===== src/rtl/rr_mux8_arbiter_pkg.sv =====
// Shared types and helpers for the round-robin 8:1 mux arbiter.
package rr_mux8_arbiter_pkg;
  localparam int NUM_REQ = 8;
  localparam int SEL_W   = 3;

  typedef enum logic {IDLE = 1'b0, GRANT = 1'b1} state_e;

  typedef struct packed {
    logic             found;
    logic [SEL_W-1:0] idx;
  } scan_t;

  // Circular scan from ptr upward; descending loop so the lowest offset wins last.
  function automatic scan_t prio_scan(input logic [NUM_REQ-1:0] req,
                                      input logic [SEL_W-1:0]   ptr);
    scan_t            r;
    logic [SEL_W-1:0] k;
    r = '0;
    for (int i = NUM_REQ-1; i >= 0; i--) begin
      k = ptr + SEL_W'(i);
      if (req[k]) begin
        r.found = 1'b1;
        r.idx   = k;
      end
    end
    return r;
  endfunction
endpackage


===== src/rtl/rr_mux8_arbiter_if.sv =====
// Request/grant/data bundle between requesters and the arbiter.
interface rr_mux8_arbiter_if;
  import rr_mux8_arbiter_pkg::*;
  logic [NUM_REQ-1:0] req;
  logic [NUM_REQ-1:0] din;
  logic [NUM_REQ-1:0] gnt;
  logic [SEL_W-1:0]   sel;
  logic               gnt_valid;
  logic               dout;

  modport master (output req, din, input  gnt, sel, gnt_valid, dout);
  modport slave  (input  req, din, output gnt, sel, gnt_valid, dout);
endinterface


===== src/rtl/rr_mux8_arbiter_mux.sv =====
// Existing single-bit 8:1 mux, built from three 4:1 muxes.
module mux_4x1 (
  input  logic       i0, i1, i2, i3,
  input  logic [1:0] s,
  output logic       y
);
  assign y = s[1] ? (s[0] ? i3 : i2) : (s[0] ? i1 : i0);
endmodule

module mux_8x1 (
  input  logic       i0, i1, i2, i3, i4, i5, i6, i7,
  input  logic [2:0] sel,
  output logic       y
);
  logic lo, hi;

  mux_4x1 u_lo  (.i0(i0), .i1(i1), .i2(i2), .i3(i3), .s(sel[1:0]), .y(lo));
  mux_4x1 u_hi  (.i0(i4), .i1(i5), .i2(i6), .i3(i7), .s(sel[1:0]), .y(hi));
  mux_4x1 u_top (.i0(lo), .i1(hi), .i2(1'b0), .i3(1'b0), .s({1'b0, sel[2]}), .y(y));
endmodule


===== src/rtl/rr_mux8_arbiter.sv =====
// Round-robin arbiter sharing mux_8x1 among eight requesters, with a
// per-grant hold limit and a valid-gated data output.
module rr_mux8_arbiter
  import rr_mux8_arbiter_pkg::*;
#(
  parameter int MAX_HOLD = 4,
  parameter int HOLD_W   = 4
) (
  input  logic              clk,
  input  logic              rst_n,
  rr_mux8_arbiter_if.slave  bus
);
  localparam logic [HOLD_W-1:0] HOLD_LAST = HOLD_W'(MAX_HOLD - 1);

  state_e             state_q, state_d;
  logic [SEL_W-1:0]   ptr_q, ptr_d;
  logic [SEL_W-1:0]   sel_q, sel_d;
  logic [HOLD_W-1:0]  hold_q, hold_d;
  logic [NUM_REQ-1:0] gnt_q, gnt_d;
  logic [SEL_W-1:0]   scan_ptr;
  logic               rearb;
  scan_t              scan;
  logic               mux_y;

  always_ff @(posedge clk or negedge rst_n) begin
    if (!rst_n) begin
      state_q <= IDLE;
      ptr_q   <= '0;
      sel_q   <= '0;
      hold_q  <= '0;
      gnt_q   <= '0;
    end else begin
      state_q <= state_d;
      ptr_q   <= ptr_d;
      sel_q   <= sel_d;
      hold_q  <= hold_d;
      gnt_q   <= gnt_d;
    end
  end

  always_comb begin
    state_d  = state_q;
    ptr_d    = ptr_q;
    sel_d    = sel_q;
    hold_d   = hold_q;
    gnt_d    = gnt_q;
    scan_ptr = ptr_q;
    rearb    = 1'b0;

    case (state_q)
      IDLE: rearb = 1'b1;
      GRANT: begin
        if (bus.req[sel_q] && (hold_q < HOLD_LAST)) begin
          hold_d = hold_q + HOLD_W'(1);
        end else begin
          // Release: the new pointer is used for the scan in this same edge.
          rearb    = 1'b1;
          ptr_d    = sel_q + SEL_W'(1);
          scan_ptr = sel_q + SEL_W'(1);
        end
      end
      default: rearb = 1'b1;
    endcase

    scan = prio_scan(bus.req, scan_ptr);

    if (rearb) begin
      hold_d = '0;
      if (scan.found) begin
        state_d = GRANT;
        sel_d   = scan.idx;
        gnt_d   = NUM_REQ'(1) << scan.idx;
      end else begin
        state_d = IDLE;
        sel_d   = '0;
        gnt_d   = '0;
      end
    end
  end

  mux_8x1 u_mux (
    .i0 (bus.din[0]), .i1 (bus.din[1]), .i2 (bus.din[2]), .i3 (bus.din[3]),
    .i4 (bus.din[4]), .i5 (bus.din[5]), .i6 (bus.din[6]), .i7 (bus.din[7]),
    .sel(sel_q),
    .y  (mux_y)
  );

  assign bus.gnt       = gnt_q;
  assign bus.sel       = sel_q;
  assign bus.gnt_valid = |gnt_q;
  assign bus.dout      = mux_y & (|gnt_q);
endmodule


===== src/flat_wrapper.sv =====
// flat-port wrapper written by rule: the top's interface ports become plain ports
module rr_mux8_arbiter_flat import rr_mux8_arbiter_pkg::*;
#(
  parameter int MAX_HOLD = 4,
  parameter int HOLD_W   = 4
)
  (clk, rst_n, bus_req, bus_din, bus_gnt, bus_sel, bus_gnt_valid, bus_dout);
  rr_mux8_arbiter_if bus_i ();
  input  logic clk;
  input  logic rst_n;
  input wire logic [$bits(bus_i.req)-1:0] bus_req;
  input wire logic [$bits(bus_i.din)-1:0] bus_din;
  output wire logic [$bits(bus_i.gnt)-1:0] bus_gnt;
  output wire logic [$bits(bus_i.sel)-1:0] bus_sel;
  output wire logic [$bits(bus_i.gnt_valid)-1:0] bus_gnt_valid;
  output wire logic [$bits(bus_i.dout)-1:0] bus_dout;
  assign bus_i.req = bus_req;
  assign bus_i.din = bus_din;
  assign bus_gnt = bus_i.gnt;
  assign bus_sel = bus_i.sel;
  assign bus_gnt_valid = bus_i.gnt_valid;
  assign bus_dout = bus_i.dout;
  rr_mux8_arbiter #(.MAX_HOLD(MAX_HOLD), .HOLD_W(HOLD_W)) u_core (.clk(clk), .rst_n(rst_n), .bus(bus_i));
endmodule

===== config.mk =====
export PLATFORM = sky130hd
export DESIGN_NAME = rr_mux8_arbiter_flat
export DESIGN_NICKNAME = d
export VERILOG_FILES = /design/src/rtl/rr_mux8_arbiter_pkg.sv /design/src/rtl/rr_mux8_arbiter_if.sv /design/src/rtl/rr_mux8_arbiter_mux.sv /design/src/rtl/rr_mux8_arbiter.sv /design/src/flat_wrapper.sv
export SDC_FILE = /design/constraint.sdc
export NUM_CORES = 1
export LEC_CHECK = 0
export CAP_MARGIN = 40
export CELL_PAD_IN_SITES_DETAIL_PLACEMENT = 0
export CELL_PAD_IN_SITES_GLOBAL_PLACEMENT = 1
export CORE_UTILIZATION = 35
export CTS_BUF_LIST = sky130_fd_sc_hd__clkbuf_16
export DETAILED_ROUTE_END_ITERATION = 8
export DONT_BUFFER_PORTS = 1
export PLACE_DENSITY_LB_ADDON = 0.1
export SETUP_SLACK_MARGIN = 0.3
export SYNTH_ARGS = -nofsm -noshare
export SYNTH_HDL_FRONTEND = slang
export SYNTH_SLANG_ARGS = --single-unit

===== constraint.sdc =====
create_clock -name clk -period 8.9 [get_ports clk]
set_input_delay 1.78 -clock clk [delete_from_list [all_inputs] [get_ports clk]]
set_output_delay 1.78 -clock clk [all_outputs]
set_load 0.01 [all_outputs]

* Word-level counts from Yosys, hierarchy flattened
Cells that the tools add are included.
W data, S select, Z words.
** Word-level totals
- Register bits after elaboration :: 19
- Latch bits :: 0
- RAM bits :: 0
- ROM bits :: 0
- Output and inout bits :: 13
- Logic and storage cells :: 75
- Memories :: 0
** Operators by class
- Add/subtract/negate cells :: 9
- Multiply operators :: 0
- Div/mod/pow operators :: 0
- Order comparisons :: 10
- Equality and inequality tests :: 0
- Shift operators :: 1
- Muxes and demuxes :: 43
- Bitwise operators :: 2
- Reduce and logical (&&, ||, !) cells :: 5
** Operators with widths (count)
- $mux W4 :: 11
- $lt A3 B4 Y1 const B :: 9
- $bmux W1 S3 :: 9
- $mux W1 :: 18
- $add A3 B3 Y3 const B :: 4
- $mux W3 :: 3
- $mux W8 :: 1
- $reduce_or A8 Y1 :: 1
- $shl A1 B3 Y8 const A :: 1
- $add A3 B1 Y3 const B :: 2
- $add A3 B2 Y3 const B :: 2
- $add A4 B1 Y4 const B :: 1
- $lt A4 B2 Y1 const B :: 1
- $reduce_bool A2 Y1 :: 2
- $pmux W1 S2 :: 1
- $reduce_and A2 Y1 :: 1
- $and A1 B1 Y1 :: 1
- $logic_and A1 B1 Y1 :: 1
- $not A1 Y1 :: 1

* Logic depth before layout (Yosys ltp)
- Depth after elaboration :: 18
- Gate-level depth with buffers :: 19
- Gate-level depth less buffers :: 17

* Modules after synthesis
From an unflattened synthesis, not the netlist that was laid out.
** Second synthesis, totals
- Cells, all modules :: 277
- Area, all modules :: 2447.3 µm²
** By module, submodules not included
- rr_mux8_arbiter :: instances 1, cells each 273, area an instance 2376.0 µm²
- mux_4x1 :: instances 3, cells each 1, area an instance 22.5 µm²
- mux_8x1 :: instances 1, cells each 1, area an instance 3.8 µm²

* Worst setup path before layout
No wires, ideal clock.
- Path kind :: input -> register
- From :: in bus_req[1]
- To :: reg u_core.gnt_q[5] (netlist: u_core.bus.gnt[5])
- Arrival :: 5971 ps
- Slack :: 2833 ps
- Stages :: 19
- Buffers on the path :: 3
- Cell sequence :: clkbuf_2 > mux2i_1 > a32oi_2 > a31oi_4 > mux2_4 > inv_1 > buf_2 > ha_1 > clkbuf_1 > mux4_2 > o21ai_0 > o21ai_0 > o21ai_1 > o221a_2 > a2bb2oi_1 > a211o_1 > a41oi_1 > a2111o_1 > o31ai_1
** Between the ends
- Longest elaborated chain between the ends :: 18
** RTL lines
- start, declared :: RTL line flat_wrapper.sv:11 : input wire logic [$bits(bus_i.req)-1:0] bus_req;
- $bmux W1 S3 :: RTL line rr_mux8_arbiter.sv:53 : if (bus.req[sel_q] && (hold_q < HOLD_LAST)) begin
- $mux W1 (not written as such) :: RTL line rr_mux8_arbiter.sv:53
- $logic_and A1 B1 Y1 :: RTL line rr_mux8_arbiter.sv:53
- $mux W3 :: RTL line rr_mux8_arbiter.sv:53
- $mux W3 :: RTL line rr_mux8_arbiter.sv:50 : case (state_q)
- $add A3 B3 Y3 :: RTL line rr_mux8_arbiter_pkg.sv:20 : k = ptr + SEL_W'(i);
- $bmux W1 S3 :: RTL line rr_mux8_arbiter_pkg.sv:21 : if (req[k]) begin
- $mux W1 (not written as such) :: RTL line rr_mux8_arbiter_pkg.sv:21
- $mux W4 (8 in a row) :: RTL line rr_mux8_arbiter_pkg.sv:21
- $shl A1 B3 Y8 :: RTL line rr_mux8_arbiter.sv:72 : gnt_d = NUM_REQ'(1) << scan.idx;
- $mux W8 :: RTL line rr_mux8_arbiter.sv:69 : if (scan.found) begin
- end signal, assigned :: RTL line rr_mux8_arbiter.sv:37 : gnt_q <= gnt_d;
- end, declared :: RTL line rr_mux8_arbiter.sv:19 : logic [NUM_REQ-1:0] gnt_q, gnt_d;
Parallel ways exist; a longest one is shown, timed or not. The select of a mux whose other input is x is not followed.
A chain may end at the register's enable or synchronous reset.

* Worst setup path in the final report
- From :: in bus_req[3]
- To :: reg u_core.gnt_q[4] (netlist: u_core.bus.gnt[4])
Same word-level chain as after synthesis.

==> flow_summary.toml <==
[run]
drv_cap = 0

[yosys]
synth_top_area_share_pct = 18.4
synthTopCellsByArea = "dfrtp_1 (18%), mux2i_1 (7.7%), nand2_1 (5.4%)"
synth_area_per_cell_um2 = 8.12
yosysWarnings = 0
yosysSeqAreaShare_pct = 18.4
ys_async_sr_fraction_pct = 100
synth_area_um2 = 2590
synth.largest_area_cell = "dfrtp_1"
synth-edff-count = 0
yosys_most_used_dff = "dfrtp_1"
yosysUniqueCellTypes = 71
syn_inst = 319
ys_seq_elements = 19

[worst_hold_path]
worstHoldPathType = "flip-flop to flip-flop"
whs_endpoint = "u_core.hold_q[0]"
min-delay-start = "u_core.hold_q[0]"
min_path_cells = 1

[worst_setup_path]
worstPathCellList = "mux2i_1 > a32oi_2 > a31oi_4 > mux2_4 > inv_1 > ha_1 > mux4_2 > o21ai_0 > o21ai_0 > o21ai_1 > o221a_2 > a2bb2oi_1 > a211o_1 > a41oi_1 > a2111o_1 > o31ai_1"
path_class = "primary input to flip-flop"
slowest_delay_ns = 0.68
slowest_stage = "a32oi_2"
critPathRequiredTime_ns = 9.05
cp-end-kind = "flip-flop"
reg2reg_depth = 16
path_max_fanout = 17
rr_endpoint = "u_core.bus.gnt[4]"
worst_path_most_repeated_cell = "o21ai_0"
reg2reg_from = "u_core.bus.sel[2]"
critPathArrivalTime_ns = 6.82
worst_setup_path_start_kind = "primary input"
r2r_slack_ns = 2.91

[timing]
setup_viol_count_final = 0
min_period_ns = 6.67
max-slew-margin-rel_pct = 41.2
fin_tns_setup_ns = 0
report.final.slew_viol_count = 0
skew_ns = 0.00157
period_share_pct = 74.9
fmax_mhz = 150
rsz0062_at_grt = "no"
hold_viol = 0
worstMarginPinSlew_ns = 0.858

[clock_tree]
clock_path_buffers = 2
numCtsBuffers = 3
clock_sinks = 19
worstSkewPairLatency_ns = 0.25
cts_htree_levels = 1
cts_tree = "done"
clkTransAtPathRegs_ns = 0.05
post_cts_buffers = 0
cts_resized = 0
ctsHoldBuffers = 0
cts-root-buf = "clkbuf_16"

[global_route]
antenna_found_initial = 0
grt_pass1_vias = 2540
grt_max_degree = 26
grt_pass1_wl_mm = 13.6
gr-total-overflow = 0
grt_use_total_pct = 22.8

[route]
wl_per_cell_um = 20.9
dr.pass1.iters = 4
totalWireLength_mm = 8.41
vias = 2573
ant_nets = 0
wl_met1_mm = 3.91
vias_per_cell = 6.38
top_layer = "met4"
route.met2.wl_mm = 4.06
drt_iter0_drc = 172
route.met3.wl_um = 303
remaining_drc_errors = 0

[floorplan]
die-area_um2 = 7750
boundaryPins = 31
rows = 30
die_w_um = 88.0
die_h_um = 88.0
design.core.area_um2 = 6980
start_util_pct = 37.1

[place]
io_buffers = 0
dpl.hpwl_mm = 6.43
gp_congestion = 0.839

[final_layout]
antenna_cells = 0
layout-drive-gt1-share_pct = 13.4
final_nets = 330
area_delta_synth_final_pct = 4.40

[run_status]
status = "complete, no violations"
## worst max path at each step
| stage | slack (ns) | to | cells after the start | from |
|---|---|---|---|---|
| floorplan | 2.83 | u_core.bus.gnt[5] | 19 | bus_req[1] |
| global placement | 1.97 | u_core.bus.gnt[6] | 16 | bus_req[3] |
| detailed placement | 2.03 | u_core.bus.gnt[4] | 16 | bus_req[3] |
| CTS | 2.26 | u_core.bus.gnt[4] | 16 | bus_req[3] |
| global route | 1.93 | u_core.bus.gnt[7] | 16 | bus_req[3] |
| finish | 2.23 | u_core.bus.gnt[4] | 16 | bus_req[3] |
## sequential cells by signal, summed over array words and instances (netlist names)
name / flops
u_core.ptr_q: 3
u_core.bus.gnt: 8
u_core.bus.sel: 3
u_core.hold_q: 4
u_core.state_q: 1
## cell families (layout without fill, tap and decap cells)
| group | Yosys count | in the layout | synth area share, % |
|---|---|---|---|
| simple gates | 125 | 125 | 24.9 |
| compound gates | 100 | 100 | 29.7 |
| mux | 38 | 38 | 17.8 |
| buf+inv | 28 | 15 | 5.85 |
| flops | 19 | 19 | 18.4 |
| fa+ha+maj | 4 | 4 | 1.93 |
| xor+xnor | 4 | 4 | 1.35 |
| other cells | 1 | 2 | 0.145 |
## worst max-delay path: cells and delay by family
| kind | cells | cell delay, ns |
|---|---|---|
| mux | 3 | 1.04 |
| compound gates | 11 | 3.17 |
| fa+ha+maj | 1 | 0.57 |
| buf+inv | 1 | 0.24 |
## synth_stat cells (4+ instances only)
| cell type | instances |
|---|---|
| nor2b_1 | 5 |
| o21ai_0 | 16 |
| inv_1 | 6 |
| o31ai_1 | 8 |
| a211oi_1 | 6 |
| dfrtp_1 | 19 |
| nor2_1 | 16 |
| ha_1 | 4 |
| buf_6 | 4 |
| o21ai_1 | 5 |
| mux2i_1 | 20 |
| nand2_1 | 37 |
| and2_1 | 7 |
| a22oi_1 | 5 |
| nor4_1 | 7 |
| nor3_1 | 12 |
| buf_2 | 6 |
| clkbuf_1 | 7 |
| a31oi_1 | 4 |
| o211ai_1 | 5 |
| nand3_1 | 14 |
| mux2_2 | 10 |
| a21oi_1 | 10 |
| or3_1 | 6 |
## area by class of cell
class | instances | area [µm²]
clock buffers | 3 | 75.1
clock inverters | 1 | 5.00
fillers | 750 | 4280
inverters | 8 | 32.5
multi-input cells | 273 | 1970
flip-flops and latches | 19 | 475
well taps | 96 | 120
repair buffers | 3 | 22.5
## metal layers
metal,up-vias,GRT usage [%]
li1,1215,-
met3,15,2.26
met5,-,0
met1,1279,31.0
met4,0,5.57
met2,64,38.8
## layout by cell type, fill, tap and decap left out, types with 3 or more instances in the layout
| master | instances |
|---|---|
| mux2_4 | 3 |
| mux2_2 | 10 |
| nor3_2 | 3 |
| nor2b_1 | 5 |
| o21ai_1 | 5 |
| ha_1 | 4 |
| a21o_1 | 3 |
| o2111ai_1 | 3 |
| o211ai_1 | 5 |
| clkbuf_16 | 3 |
| dfrtp_1 | 19 |
| nor2_1 | 16 |
| or3_1 | 6 |
| nor4_1 | 6 |
| o31ai_1 | 8 |
| mux4_2 | 3 |
| o22ai_1 | 3 |
| nand3_1 | 14 |
| and2_1 | 7 |
| mux2i_1 | 20 |
| a22oi_1 | 5 |
| nor3b_1 | 3 |
| o21a_1 | 3 |
| nor3_1 | 12 |
| inv_1 | 6 |
| a211oi_1 | 6 |
| a21oi_1 | 10 |
| o21ai_0 | 16 |
| nand4_1 | 3 |
| nand2b_1 | 3 |
| buf_4 | 3 |
| a31oi_1 | 4 |
| nand2_1 | 37 |
| o311a_1 | 3 |
## metrics by stage
stage	cell area (µm²)	hold WS, ns	utilization (%)	instances	setup WS (ns)
global route	2700	0.454	38.7	403	1.93
finish	2700	0.444	38.7	403	2.23
floorplan	2590	0.410	-	320	2.83
CTS	2700	0.444	38.7	403	2.26
detailed placement	2620	0.437	37.6	399	2.03
global placement	2620	0.446	37.5	398	1.97
Power is left out: the tool's default activity adds up to more than one toggle a clock period on the data nets, which glitch-free logic cannot reach.
